--- config.mk ---
export PLATFORM = sky130hd
export DESIGN_NAME = kplic
export DESIGN_NICKNAME = d
export VERILOG_FILES = /design/src/rtl/kplic_pkg.sv /design/src/rtl/kplic_gateway.sv /design/src/rtl/kplic.sv
export SDC_FILE = /design/constraint.sdc
export NUM_CORES = 1
export LEC_CHECK = 0
export BUFFER_PORTS_ARGS = -buffer_cell sky130_fd_sc_hd__buf_2
export CAP_MARGIN = 20
export CORE_MARGIN = 2
export CORE_UTILIZATION = 27
export DETAILED_ROUTE_END_ITERATION = 6
export HOLD_SLACK_MARGIN = 0.15
export SLEW_MARGIN = 20
export SYNTH_ARGS = -nofsm -noshare
export SYNTH_HDL_FRONTEND = slang
export SYNTH_HIERARCHICAL = 1
export SYNTH_SLANG_ARGS = --single-unit
export TNS_END_PERCENT = 10
--- constraint.sdc ---
create_clock -name cpu_clk -period 11.1 [get_ports cpu_clk]
set_input_delay 3.33 -clock cpu_clk [delete_from_list [all_inputs] [get_ports cpu_clk]]
set_output_delay 3.33 -clock cpu_clk [all_outputs]
set_load 0.1 [all_outputs]
--- src/rtl/kplic_pkg.sv ---
// rtl/kplic_pkg.sv - shared register offsets, sizes and gateway encodings for kplic
package kplic_pkg;

  localparam int KPLIC_SRC_NUM = 8;
  localparam int KPLIC_PRIO_W  = 3;

  localparam logic [11:0] KPLIC_PRIO_BASE = 12'h000;
  localparam logic [11:0] KPLIC_PEND_OFS  = 12'h080;
  localparam logic [11:0] KPLIC_EN_OFS    = 12'h100;
  localparam logic [11:0] KPLIC_THR_OFS   = 12'h200;
  localparam logic [11:0] KPLIC_CLAIM_OFS = 12'h204;

  typedef enum logic [1:0] {
    GW_IDLE    = 2'd0,
    GW_PENDING = 2'd1,
    GW_CLAIMED = 2'd2
  } gw_state_e;

  // Byte address of the priority register for source ID id.
  function automatic logic [11:0] prio_addr(input int id);
    return KPLIC_PRIO_BASE + 12'(4 * id);
  endfunction

endpackage

--- src/rtl/kplic_gateway.sv ---
// rtl/kplic_gateway.sv - per-source synchronizer and IDLE/PENDING/CLAIMED gateway
module kplic_gateway
  import kplic_pkg::*;
(
  input  logic cpu_clk,
  input  logic cpu_rstn,
  input  logic src_irq,
  input  logic claim,
  input  logic complete,
  output logic pending
);

  logic      sync1_q, sync1_d;
  logic      sync2_q, sync2_d;
  gw_state_e state_q, state_d;

  // Synchronizer shift and gateway next state; a claimed source ignores its level until completed.
  always_comb begin
    sync1_d = src_irq;
    sync2_d = sync1_q;
    state_d = state_q;
    case (state_q)
      GW_IDLE:    if (sync2_q)  state_d = GW_PENDING;
      GW_PENDING: if (claim)    state_d = GW_CLAIMED;
      GW_CLAIMED: if (complete) state_d = GW_IDLE;
      default:                  state_d = GW_IDLE;
    endcase
  end

  // State registers; reset drops every gateway, claimed ones included, back to IDLE.
  always_ff @(posedge cpu_clk or negedge cpu_rstn) begin
    if (!cpu_rstn) begin
      sync1_q <= 1'b0;
      sync2_q <= 1'b0;
      state_q <= GW_IDLE;
    end else begin
      sync1_q <= sync1_d;
      sync2_q <= sync2_d;
      state_q <= state_d;
    end
  end

  assign pending = (state_q == GW_PENDING);

endmodule

--- src/rtl/kplic.sv ---
// rtl/kplic.sv - platform interrupt controller: registers, arbiter and claim/complete bus
module kplic
  import kplic_pkg::*;
#(
  parameter int SRC_NUM = KPLIC_SRC_NUM,
  parameter int PRIO_W  = KPLIC_PRIO_W
) (
  input  logic               cpu_clk,
  input  logic               cpu_rstn,
  input  logic [SRC_NUM-1:0] src_irq,
  input  logic               kplic_sel,
  input  logic               kplic_wr,
  input  logic [11:0]        kplic_addr,
  input  logic [31:0]        kplic_wdata,
  output logic [31:0]        kplic_rdata,
  output logic               kplic_rdy,
  output logic               kplic_int
);

  localparam int ID_W = $clog2(SRC_NUM + 1);

  logic [SRC_NUM:1][PRIO_W-1:0] prio_q, prio_d;
  logic [SRC_NUM:1]             en_q, en_d;
  logic [PRIO_W-1:0]            thr_q, thr_d;
  logic [31:0]                  rdata_q, rdata_d;
  logic                         rdy_q, rdy_d;
  logic                         int_q, int_d;

  logic [SRC_NUM:1]  pend_vec, claim_vec, cmpl_vec;
  logic [ID_W-1:0]   max_id;
  logic [PRIO_W-1:0] best_prio;
  logic              rd_en, wr_en, claim_hit;

  assign rd_en     = kplic_sel & ~kplic_wr;
  assign wr_en     = kplic_sel &  kplic_wr;
  assign claim_hit = (kplic_addr == KPLIC_CLAIM_OFS);

  genvar g;
  generate
    for (g = 1; g <= SRC_NUM; g++) begin : g_gw
      kplic_gateway u_gw (
        .cpu_clk  (cpu_clk),
        .cpu_rstn (cpu_rstn),
        .src_irq  (src_irq[g-1]),
        .claim    (claim_vec[g]),
        .complete (cmpl_vec[g]),
        .pending  (pend_vec[g])
      );
    end
  endgenerate

  // Arbiter: strict '>' while scanning upward keeps the lowest ID on a priority tie.
  always_comb begin
    best_prio = '0;
    max_id    = '0;
    for (int i = 1; i <= SRC_NUM; i++) begin
      if (pend_vec[i] && en_q[i] && (prio_q[i] > thr_q) && (prio_q[i] > best_prio)) begin
        best_prio = prio_q[i];
        max_id    = ID_W'(i);
      end
    end
  end

  // Claim moves the current winner to CLAIMED; complete releases only the ID written.
  always_comb begin
    claim_vec = '0;
    cmpl_vec  = '0;
    for (int i = 1; i <= SRC_NUM; i++) begin
      claim_vec[i] = rd_en && claim_hit && (max_id == ID_W'(i));
      cmpl_vec[i]  = wr_en && claim_hit && (kplic_wdata == 32'(i));
    end
  end

  // Register writes and read mux; unmapped reads return 0 and rdy pulses for every access.
  always_comb begin
    prio_d  = prio_q;
    en_d    = en_q;
    thr_d   = thr_q;
    rdata_d = '0;
    rdy_d   = kplic_sel;
    int_d   = (max_id != '0);
    for (int i = 1; i <= SRC_NUM; i++) begin
      if (kplic_addr == prio_addr(i)) begin
        if (wr_en) prio_d[i] = kplic_wdata[PRIO_W-1:0];
        if (rd_en) rdata_d   = 32'(prio_q[i]);
      end
    end
    if (kplic_addr == KPLIC_PEND_OFS && rd_en) rdata_d = 32'({pend_vec, 1'b0});
    if (kplic_addr == KPLIC_EN_OFS) begin
      if (wr_en) en_d    = kplic_wdata[SRC_NUM:1];
      if (rd_en) rdata_d = 32'({en_q, 1'b0});
    end
    if (kplic_addr == KPLIC_THR_OFS) begin
      if (wr_en) thr_d   = kplic_wdata[PRIO_W-1:0];
      if (rd_en) rdata_d = 32'(thr_q);
    end
    if (claim_hit && rd_en) rdata_d = 32'(max_id);
  end

  // Register state and registered bus/interrupt outputs.
  always_ff @(posedge cpu_clk or negedge cpu_rstn) begin
    if (!cpu_rstn) begin
      prio_q  <= '0;
      en_q    <= '0;
      thr_q   <= '0;
      rdata_q <= '0;
      rdy_q   <= 1'b0;
      int_q   <= 1'b0;
    end else begin
      prio_q  <= prio_d;
      en_q    <= en_d;
      thr_q   <= thr_d;
      rdata_q <= rdata_d;
      rdy_q   <= rdy_d;
      int_q   <= int_d;
    end
  end

  assign kplic_rdata = rdata_q;
  assign kplic_rdy   = rdy_q;
  assign kplic_int   = int_q;

endmodule

# Yosys cells after proc, flatten, opt, wreduce, memory -nomap -nowiden
# Cells that the tools add are included.
[op_classes]
div = 0
eq_ne = 68
n_lt_le_gt_ge = 16
multipliers = 0
reduce_logical = 70
bitwise = 3
shift = 0
n_mux = 69
addsub = 0
[ops]
columns = ["cell", "count"]
rows = [
  ["two-way mux 32 bit", 20],
  ["== test 32 x 3 -> 1 bit (second input constant)", 4],
  ["== test 32 x 2 -> 1 bit (second input constant)", 2],
  ["two-way mux 2 bit", 25],
  ["== test 12 x 5 -> 1 bit (second input constant)", 4],
  ["!= test 2 x 1 -> 1 bit (second input constant)", 24],
  ["one-hot mux 2 bit (3 select lines)", 8],
  ["greater-than comparator 3 bit", 15],
  ["logical AND 1 bit", 43],
  ["== test 32 x 1 -> 1 bit (second input constant)", 1],
  ["== test 32 x 4 -> 1 bit (second input constant)", 1],
  ["two-way mux 3 bit", 9],
  ["== test 12 x 10 -> 1 bit (second input constant)", 2],
  ["== test 12 x 4 -> 1 bit (second input constant)", 2],
  ["two-way mux 4 bit", 6],
  ["AND reduction 3 bit", 8],
  ["AND reduction 2 bit", 10],
  ["== test 2 x 1 -> 1 bit (second input constant)", 8],
  ["== test 2 bit (second input constant)", 8],
  ["== test 4 x 3 -> 1 bit (second input constant)", 4],
  ["logical NOT 2 bit", 8],
  ["== test 12 x 3 -> 1 bit (second input constant)", 1],
  ["== test 12 x 6 -> 1 bit (second input constant)", 1],
  ["== test 12 x 8 -> 1 bit (second input constant)", 1],
  ["9 further kinds", 11],
]
[totals]
out_inout_bits = 34
mem_bits_ro = 0
word_cells = 263
regBits = 101
memories = 0
latchBits = 0
ramBits = 0

# Longest topological paths before layout
# Gate-level depths: netlist of run 1.
[depth]
ltp_word = 30
mapped_depth = 53

# Cells and area by module
# Netlist of run 1, hierarchy kept.
[modules_own_cells]
columns = ["module", "cells_each", "instances", "area_per_inst_um2"]
rows = [
  ["kplic", 452, 1, 3966.3],
  ["kplic_gateway", 9, 8, 145.1],
]

# Worst setup path before layout of run 1
# OpenSTA, ideal clock, no wires.
[synth_path]
path_kind = "reg-to-reg"
from = "register thr_q[2]"
to = "register rdata_q[0], in the netlist kplic_rdata[0]"
arrival_time_ns = 9.774
stages_incl_launch_ff = 50
n_path_buf = 1
required_time_ns = 10.960
path_slack_ns = 1.186
synth_period_minus_slack_ns = 9.914
setup_ns = 0.140
path_cell_list = "dfrtp_1 -> inv_1 -> ha_1 -> o211ai_1 -> a31oi_2 -> and3_1 -> ha_1 -> nand3_1 -> and4_4 -> and2_4 -> buf_6 -> mux2_4 -> ha_1 -> a31oi_2 -> nand4_4 -> o211a_4 -> o21bai_1 -> ha_1 -> (+14 left out) -> a31oi_1 -> o21ai_4 -> mux2_4 -> ha_1 -> nand3_1 -> nand4_1 -> a221oi_1 -> inv_1 -> mux2_4 -> ha_1 -> nand3_1 -> nand4_1 -> nor3_1 -> inv_1 -> nand2b_1 -> nor2_1 -> a221oi_1 -> o211ai_1"
[synth_via]
elab_chain_cells = 26
elab_cells_between_ends = 47
[synth_rtl]
columns = ["item", "line_no", "rtl"]
rows = [
  ["start, declared", "kplic.sv:24", "logic [PRIO_W-1:0] thr_q, thr_d;"],
  ["start signal, assigned", "kplic.sv:112", "thr_q <= thr_d;"],
  ["greater-than comparator 3 bit", "kplic.sv:57", "if (pend_vec[i] && en_q[i] && (prio_q[i] > thr_q) && (prio_q[i] > best_prio)) begin"],
  ["logical AND 1 bit (2 in a row)", "kplic.sv:57", ""],
  ["two-way mux 3 bit", "kplic.sv:57", ""],
  ["greater-than comparator 3 bit", "kplic.sv:57", ""],
  ["logical AND 1 bit", "kplic.sv:57", ""],
  ["two-way mux 3 bit", "kplic.sv:57", ""],
  ["greater-than comparator 3 bit", "kplic.sv:57", ""],
  ["logical AND 1 bit", "kplic.sv:57", ""],
  ["(+10 left out)", "n/a", ""],
  ["greater-than comparator 3 bit", "kplic.sv:57", ""],
  ["logical AND 1 bit", "kplic.sv:57", ""],
  ["two-way mux 3 bit", "kplic.sv:57", ""],
  ["greater-than comparator 3 bit", "kplic.sv:57", ""],
  ["logical AND 1 bit", "kplic.sv:57", ""],
  ["two-way mux 4 bit (*)", "kplic.sv:57", ""],
  ["two-way mux 32 bit (*)", "kplic.sv:97", "if (claim_hit && rd_en) rdata_d = 32'(max_id);"],
  ["net rdata_d[0]", "kplic.sv:25", "logic [31:0] rdata_q, rdata_d;"],
  ["end signal, assigned", "kplic.sv:113", "rdata_q <= rdata_d;"],
  ["end, declared", "kplic.sv:25", ""],
]
# Mark *: on every way through the listed nets, which the timed path passes. The rest lies on a longest branch.
# A chain may end at the register's enable or synchronous reset.

# Worst setup path after layout of run 1
[layout_path]
from = "register prio_q[2] in the netlist's numbering"
to = "register rdata_q[0], in the netlist kplic_rdata[0]"
[layout_via]
elab_chain_cells = 26
elab_cells_between_ends = 34
[layout_rtl]
columns = ["item", "line_no", "rtl"]
rows = [
  ["start, declared", "kplic.sv:22", "logic [SRC_NUM:1][PRIO_W-1:0] prio_q, prio_d;"],
  ["start signal, assigned", "kplic.sv:110", "prio_q <= prio_d;"],
  ["greater-than comparator 3 bit", "kplic.sv:57", ""],
  ["logical AND 1 bit (2 in a row)", "kplic.sv:57", ""],
  ["two-way mux 3 bit", "kplic.sv:57", ""],
  ["greater-than comparator 3 bit", "kplic.sv:57", ""],
  ["logical AND 1 bit", "kplic.sv:57", ""],
  ["two-way mux 3 bit", "kplic.sv:57", ""],
  ["greater-than comparator 3 bit", "kplic.sv:57", ""],
  ["logical AND 1 bit", "kplic.sv:57", ""],
  ["(+10 left out)", "n/a", ""],
  ["greater-than comparator 3 bit", "kplic.sv:57", ""],
  ["logical AND 1 bit", "kplic.sv:57", ""],
  ["two-way mux 3 bit", "kplic.sv:57", ""],
  ["greater-than comparator 3 bit", "kplic.sv:57", ""],
  ["logical AND 1 bit", "kplic.sv:57", ""],
  ["two-way mux 4 bit (*)", "kplic.sv:57", ""],
  ["two-way mux 32 bit (*)", "kplic.sv:97", ""],
  ["net rdata_d[0]", "kplic.sv:25", ""],
]
# Marked as above.

==> results of run 1 <==
-- through the flow --
step	setup slack, ns	hold slack (ns)
after detailed placement	0.154	0.336
after CTS	0.129	0.350
after global routing	0.0107	0.353
after global placement	0.349	0.331
final	0.586	0.346
after floorplan	1.19	0.331
-- kinds of logic (layout without fill, tap and decap cells) --
group / Yosys count / after routing / synth area share [%]
simple gates: 199 / 199 / 22.5
compound gates: 117 / 117 / 16.4
flops: 78 / 78 / 38.1
buf+inv: 58 / 118 / 6.08
fa+ha+maj: 41 / 41 / 10.0
mux: 30 / 30 / 6.88
other cells: 1 / 23 / 0.0731
-- synth_stat cells (2+ instances only) --
cell type   n
a31oi_1     2
o21ai_0    28
nand2_1    48
o21a_1      6
a221oi_1    2
o31a_1      2
ha_1       41
nor3_1     12
a221o_1     3
and3_1      5
nand2b_1    6
dfrtp_1    78
nand4_1     5
a21oi_1    17
nand3_1    29
nor4_1     17
o21ai_1     4
nor2b_4     8
a21o_1     12
a22oi_2     2
and2_1      2
or3_1       2
mux2_2     22
clkbuf_1    6
mux2_4      5
nor2b_1     6
mux2i_1     3
buf_4      23
a31oi_2     2
nor3b_2     8
nor2_1     34
nand3b_1    5
o211ai_1    5
a22o_1      7
a211oi_1    8
inv_1      28
o31ai_1     2
-- cell type report --
class,count,area (um2),share of cell area (%)
clock inverters,4,72.6,1.20
clock buffers,11,233,3.84
well taps,234,293,4.83
inverters,28,105,1.73
multi-input cells,410,3010,49.6
flip-flops and latches,78,1950,32.2
repair buffers,75,400,6.60
-- registers in the layout, indices dropped and copies added, names as in the netlist --
name               count
en_q                   8
g_gw.u_gw/state_q     16
g_gw.u_gw/sync1_q      8
g_gw.u_gw/sync2_q      8
kplic_int              1
kplic_rdata            9
kplic_rdy              1
prio_q                24
thr_q                  3
-- power breakdown --
part           switching (mW)  total (mW)  internal, mW
clock                   0.115       0.310         0.195
sequential            0.00141       0.289         0.288
combinational          0.0555      0.0662        0.0108
-- what timing repair did --
item                                    in CTS  in global routing
buffers inserted                             0                  3
gates resized for setup                      0                 10
endpoints found under the setup margin       0                 21
hold endpoints to repair                     0                  0
-- critical path, delay by kind of cell, from the launching register on --
kind	cells	cell delay [ns]
AOI/OAI and AO/OA	17	3.45
adders and majority gates	8	2.36
buffers and inverters	3	0.34
DFF	1	0.43
muxes	4	1.31
and+or+nand+nor	16	2.47
-- final timing paths --
kind,from,endpoint,slack (ns),cells past startpoint
max in group asynchronous,cpu_rstn,en_q[5]$_DFFE_PN0P_,7.22,2
min in group asynchronous,cpu_rstn,g_gw[3].u_gw/sync2_q$_DFF_PN0_,2.93,1
max,prio_q[2]$_DFFE_PN0P_,kplic_rdata[0]$_DFF_PN0_,0.59,48
min,g_gw[7].u_gw/sync1_q$_DFF_PN0_,g_gw[7].u_gw/sync2_q$_DFF_PN0_,0.35,0
max reg2reg,prio_q[2]$_DFFE_PN0P_,kplic_rdata[0]$_DFF_PN0_,0.59,48
min reg2reg,g_gw[7].u_gw/sync1_q$_DFF_PN0_,g_gw[7].u_gw/sync2_q$_DFF_PN0_,0.35,0
-- metal layers --
layer / vias up / part of all wire, % / track usage, %
li1: 2041 / - / -
met1: 2035 / 48 / 20.1
met2: 127 / 44 / 21.8
met3: 22 / 5.8 / 3.81
met4: 0 / 2.4 / 4.74
met5: - / 0 / 0
==> reports/metrics.yaml, run 1 <==
layout_common_cells: "dfrtp_1, buf_2, nand2_1"
clock_sinks: 78
syn_to_final_growth_pct: 18.2
fin_tns_setup_ns: 0
die_x_um: 142
grt_pass1_vias: 3924
crit_type: "register to register"
setup_viol: 0
num_vias: 4225
grt_usage_pct: 14.5
final_cells: 840
drive_gt1_share_pct: 25.2
ctsRootBufferMaster: "clkbuf_16"
ys_types: 66
start_util_pct: 27.5
antenna_found_initial: 0
maxCapViolCount: 0
cts_tree: "done"
crit_top_cell: "ha_1"
synth-edff-count: 0
fin_crit_sh_pct: 94.7
totalWireLength_um: 14300
yosysTopAreaCellShare_pct: 38.1
cp-end-kind: "register"
grt-ovfl-total: 0
worstSkewPairLatency_ns: 0.35
crit_required_ns: 11.29
synth_flop_cell: "dfrtp_1"
p_per_area_nw_per_um2: 110
synth_area_per_cell_um2: 9.79
gp_congestion: 0.911
rsz0062_at_grt: "false"
clock_path_buffers: 2
cp-start-kind: "register"
hold_viol: 0
synth_top_cell_by_area: "dfrtp_1"
rows: 50
irDropWorstVdd_v: 0.0000740
dpl_cell_area_um2: 5670
ctsHoldBuffers: 0
leakagePower_nw: 2.89
synthCells: 524
drc: 0
critPathMaxFanout: 10
period_needed_ns: 10.51
hold_path_class: "register to register"
ys_seq_area_share_pct: 38.1
hpwlAfterDp_um: 11000
cts.clk_slew.worst_paths_ns: 0.06
drtIter0Drc: 246
nets: 699
die_y_um: 142
drt-wirelength-per-cell_um: 17.1
ys_warn_count: 6
slew_violations: 0
fin_skew_ns: 0.00424
cts_max_level: 3
ys_ff_latch: 78
cts_made_buffers: 9
antenna_cells: 0
fin_util_pct: 32.5
portBuffers: 66
synthTopCellsByArea: "dfrtp_1, ha_1, mux2_2"
final_common_cell: "dfrtp_1"
coreArea_um2: 18600
tightestPinTransition_ns: 0.925
vias_per_cell: 5.03
firstDrtPassIters: 4
total_power_mw: 0.665
grt_pass1_wl_um: 22100
slew-limit-headroom_pct: 37.7
status: "complete, no violations"
io_pins: 90
critical-path-slowest-cell: "dfrtp_1"
synthArstFlopShare_pct: 100
fillers: 1929
dp_cells: 822
grt_max_degree: 46
die-area_um2: 20100
max_freq_mhz: 95.1
synth_area_um2: 5130
ant_nets: 0
stdcell_area_um2: 6060
cp.arrival_ns: 10.70
max_stage_delay_ns: 0.43
Power figures use the tool's default switching activity.
==> inputs of run 2 (changes only) <==
RECOVER_POWER = 50   (was default)
REMOVE_ABC_BUFFERS = 1   (was default)
==> reports/metrics.yaml, run 2 (same netlist as run 1, synthesis figures left out) <==
worstSetupPathDepth: 48
die_y_um: 142
grt_usage_pct: 14.6
clock_sinks: 78
grt_pass1_vias: 4012
firstDrtPassIters: 6
ctsRootBufferMaster: "clkbuf_16"
drt-wirelength-per-cell_um: 17.1
fin_skew_ns: 0.0104
final_common_cell: "dfrtp_1"
vias_per_cell: 5.07
hold_start: "g_gw[6].u_gw/sync1_q$_DFF_PN0_"
p_per_area_nw_per_um2: 106
cp-end-kind: "register"
cp.arrival_ns: 10.64
antenna_found_initial: 0
ant_nets: 0
top_register: "prio_q"
die-area_um2: 20100
min_path_cells: 0
ctsHoldBuffers: 0
crit_top_cell: "ha_1"
io_pins: 90
antenna_cells: 0
clock_path_buffers: 2
maxCapViolCount: 1
tightestPinTransition_ns: 4.17
critPathTopFamily: "compound AO/OA/AOI/OAI gates"
layout_common_cells: "dfrtp_1, buf_2, nand2_1"
syn_to_final_growth_pct: 16.4
cts.clk_slew.worst_paths_ns: 0.07
irDropWorstVdd_v: 0.0000641
period_needed_ns: 10.42
worstSkewPairLatency_ns: 0.35
slew_violations: 79
dp_cells: 823
reg2reg_depth: 48
register_area_um2: 1950
drtIter0Drc: 281
cp_num_buf_inv: 4
cts_max_level: 3
totalWireLength_um: 14400
drc: 0
multiInputGateArea_um2: 2960
fillers: 1986
cp-start-kind: "register"
cts_setup_buffers: 0
setup_viol: 0
fin_crit_sh_pct: 93.9
nets: 697
grt_max_degree: 79
coreArea_um2: 18600
crit_start: "prio_q[1]$_DFFE_PN0P_"
max_freq_mhz: 96.0
final_cells: 839
crit_required_ns: 11.32
largest_reg_flops: 24
hpwlAfterDp_um: 11000
cts_made_buffers: 9
die_x_um: 142
start_util_pct: 27.5
critPathMaxFanout: 10
fin_tns_setup_ns: 0
drive_gt1_share_pct: 24.5
portBuffers: 66
slew-limit-headroom_pct: -178
total_power_mw: 0.631
grt_pass1_wl_um: 22400
crit_type: "register to register"
status: "complete, but fails checks"
leakagePower_nw: 2.85
critical-path-slowest-cell: "dfrtp_1"
violations: "max-capacitance violations, max-slew violations"
rows: 50
r2r-start: "prio_q[1]$_DFFE_PN0P_"
gp_congestion: 0.879
max_stage_delay_ns: 0.45
hold_viol: 0
num_vias: 4256
hold_path_class: "register to register"
grt-ovfl-total: 0
cts_tree: "done"
## run 2: per-layer routing
layer | vias to the layer above | track usage, % | share of wire (%)
met2 | 141 | 21.9 | 44
met1 | 2049 | 20.9 | 48
li1 | 2037 | - | -
met4 | 0 | 5.11 | 2.4
met3 | 29 | 2.97 | 5.8
met5 | - | 0 | 0
## run 2: power breakdown
group          switching, mW  total, mW  internal (mW)
Sequential           0.00139      0.289          0.288
Combinational         0.0542     0.0645         0.0102
Clock                  0.125      0.277          0.152
## run 2: final timing paths
path	end	slack (ns)
hold / removal	g_gw[6].u_gw/sync2_q$_DFF_PN0_	0.35
setup / recovery	g_gw[3].u_gw/state_q[0]$_DFFE_PN0P_	0.68
min in group asynchronous	g_gw[3].u_gw/sync1_q$_DFF_PN0_	4.45
max in group asynchronous	prio_q[17]$_DFFE_PN0P_	4.33
hold reg to reg	g_gw[6].u_gw/sync2_q$_DFF_PN0_	0.35
setup reg to reg	g_gw[3].u_gw/state_q[0]$_DFFE_PN0P_	0.68
## run 2: cell type report
type / count / share of cell area, %
clock buffer: 9 / 3.77
timing repair buffer: 73 / 6.37
multi-input combinational: 410 / 49.6
sequential: 78 / 32.7
tap: 234 / 4.91
clock inverter: 7 / 0.860
inverter: 28 / 1.76
## run 2: per-stage QoR
stage / cell area, um2 / worst slack, ns / hold WS, ns / util [%]
6_report: 5970 / 0.682 / 0.347 / 32.0
5_1_grt: 5970 / -0.00388 / 0.353 / 32.0
4_1_cts: 5960 / 0.568 / 0.348 / 32.0
3_5_place_dp: 5680 / 0.600 / 0.335 / 30.5
3_3_place_gp: 5680 / 0.853 / 0.331 / 30.5
2_1_floorplan: 5000 / 1.24 / 0.331 / -
## run 2: what timing repair did
item | 4_1_cts | 5_1_grt
endpoints found under the setup margin | 0 | 17
gates resized for setup | 0 | 3
hold endpoints to repair | 0 | 0
==> inputs of run 3 (changes only) <==
CORE_UTILIZATION = 57   (was 27)
PLACE_DENSITY = 0.81   (was default)
==> reports/metrics.yaml, run 3 (same netlist as run 1, synthesis figures left out) <==
fin_crit_sh_pct: 94.4
hold_ws_ns: 0.352
crit_type: "register to register"
slew_violations: 65
slew-limit-headroom_pct: -124
critPathMaxFanout: 8
cts_made_buffers: 9
maxCapViolCount: 1
tightestPinTransition_ns: 3.36
fin_skew_ns: 0.00652
die_x_um: 98.8
irDropWorstVdd_v: 0.000105
status: "complete, but fails checks"
start_util_pct: 58.8
clock_sinks: 78
coreArea_um2: 8720
grt_max_degree: 65
crit_top_cell: "ha_1"
vias_per_cell: 6.13
top_register: "prio_q"
grt-ovfl-total: 0
dpl_cell_area_um2: 5550
antenna_cells: 0
ant_nets: 0
rows: 34
power_frac_clock_pct: 38.7
hold_viol: 0
portBuffers: 66
gp_congestion: 0.998
stdcell_area_um2: 5810
fin_util_pct: 66.7
largest_reg_flops: 24
layout_common_cells: "dfrtp_1, buf_2, nand2_1"
multiInputGateArea_um2: 2990
p_switching_mw: 0.174
cp-start-kind: "register"
p_int_mw: 0.404
firstDrtPassIters: 7
dp_cells: 700
switching_share_pct: 30.1
fillers: 672
grt_pass1_vias: 4343
cts.clk_slew.worst_paths_ns: 0.09
nets: 704
fin_tns_setup_ns: 0
seq_power_share_pct: 50.0
setup_viol: 0
period_needed_ns: 10.48
cts_tree: "done"
hold_path_class: "register to register"
ctsRootBufferMaster: "clkbuf_8"
hpwlAfterDp_um: 10900
cp_num_buf_inv: 6
p_per_area_nw_per_um2: 99.3
die_y_um: 98.8
final_common_cell: "dfrtp_1"
cts_max_level: 3
critPathTopFamily: "compound AO/OA/AOI/OAI gates"
grt_usage_pct: 30.4
register_area_um2: 1950
die-area_um2: 9770
grt_pass1_wl_um: 23100
max_stage_delay_ns: 0.45
leakagePower_nw: 2.85
worstSkewPairLatency_ns: 0.35
final_cells: 720
num_vias: 4415
crit_required_ns: 11.36
critical-path-slowest-cell: "dfrtp_1"
cp.arrival_ns: 10.73
drt-wirelength-per-cell_um: 19.9
drive_gt1_share_pct: 25.5
max_freq_mhz: 95.5
antenna_found_initial: 0
io_pins: 90
drc: 0
cp-end-kind: "register"
pwr-share-comb_pct: 11.3
totalWireLength_um: 14300
clock_path_buffers: 2
syn_to_final_growth_pct: 13.4
drtIter0Drc: 263
violations: "max-capacitance violations, max-slew violations"
## run 3: changes by cell type in the layout (fill, tap and decap cells not counted), moves of 3 or more
| cell | previous run | this run |
|---|---|---|
| clkbuf_8 | 0 | 9 |
| clkbuf_16 | 9 | 0 |
| clkinv_4 | 3 | 0 |
| buf_4 | 7 | 13 |
## run 3: path summary, 6_finish.rpt
| check | start | cells past startpoint | to | slack, ns |
|---|---|---|---|---|
| worst max-delay path | prio_q[1]$_DFFE_PN0P_ | 49 | g_gw[3].u_gw/state_q[0]$_DFFE_PN0P_ | 0.62 |
| worst max register to register | prio_q[1]$_DFFE_PN0P_ | 49 | g_gw[3].u_gw/state_q[0]$_DFFE_PN0P_ | 0.62 |
| min in group asynchronous | cpu_rstn | 1 | prio_q[14]$_DFFE_PN0P_ | 3.08 |
| max in group asynchronous | cpu_rstn | 2 | prio_q[2]$_DFFE_PN0P_ | 4.34 |
| worst min-delay path | g_gw[7].u_gw/sync1_q$_DFF_PN0_ | 0 | g_gw[7].u_gw/sync2_q$_DFF_PN0_ | 0.35 |
| worst min register to register | g_gw[7].u_gw/sync1_q$_DFF_PN0_ | 0 | g_gw[7].u_gw/sync2_q$_DFF_PN0_ | 0.35 |
## run 3: cell type report
type                            count  area share [%]
Multi-Input combinational cell    410            51.5
Sequential cell                    78            33.6
Timing Repair Buffer               80            7.38
Clock buffer                       10            2.20
Clock inverter                      6            1.21
Inverter                           28            1.81
Tap cell                          108            2.32
## run 3: metal layers
| layer | track usage (%) | up-vias | routed length, um |
|---|---|---|---|
| met2 | 46.4 | 195 | 6700 |
| met4 | 12.8 | 0 | 480 |
| met5 | 0 | - | 0 |
| met1 | 43.0 | 2127 | 6270 |
| li1 | - | 2052 | - |
| met3 | 5.11 | 41 | 886 |
## run 3: repair_timing
action | 4_1_cts | 5_1_grt
resized for setup | 0 | 7
buffers inserted | 0 | 4
hold buffers | 0 | 0
setup endpoints to repair | 0 | 20
hold endpoints to repair | 0 | 0
## run 3: power by group through the flow
stage | Sequential [mW] | Clock (mW) | Combinational (mW)
floorplan | 0.295 | 0 | 0.0396
global placement | 0.294 | 0 | 0.0648
detailed placement | 0.294 | 0 | 0.0654
CTS | 0.289 | 0.227 | 0.0654
global route | 0.289 | 0.239 | 0.0690
finish | 0.289 | 0.223 | 0.0653
## run 3: metrics by stage
step	total power, mW	setup WS, ns
after detailed placement	0.360	0.436
final	0.577	0.625
after floorplan	0.335	1.24
after global routing	0.597	-0.158
after global placement	0.359	0.630
after CTS	0.582	0.377
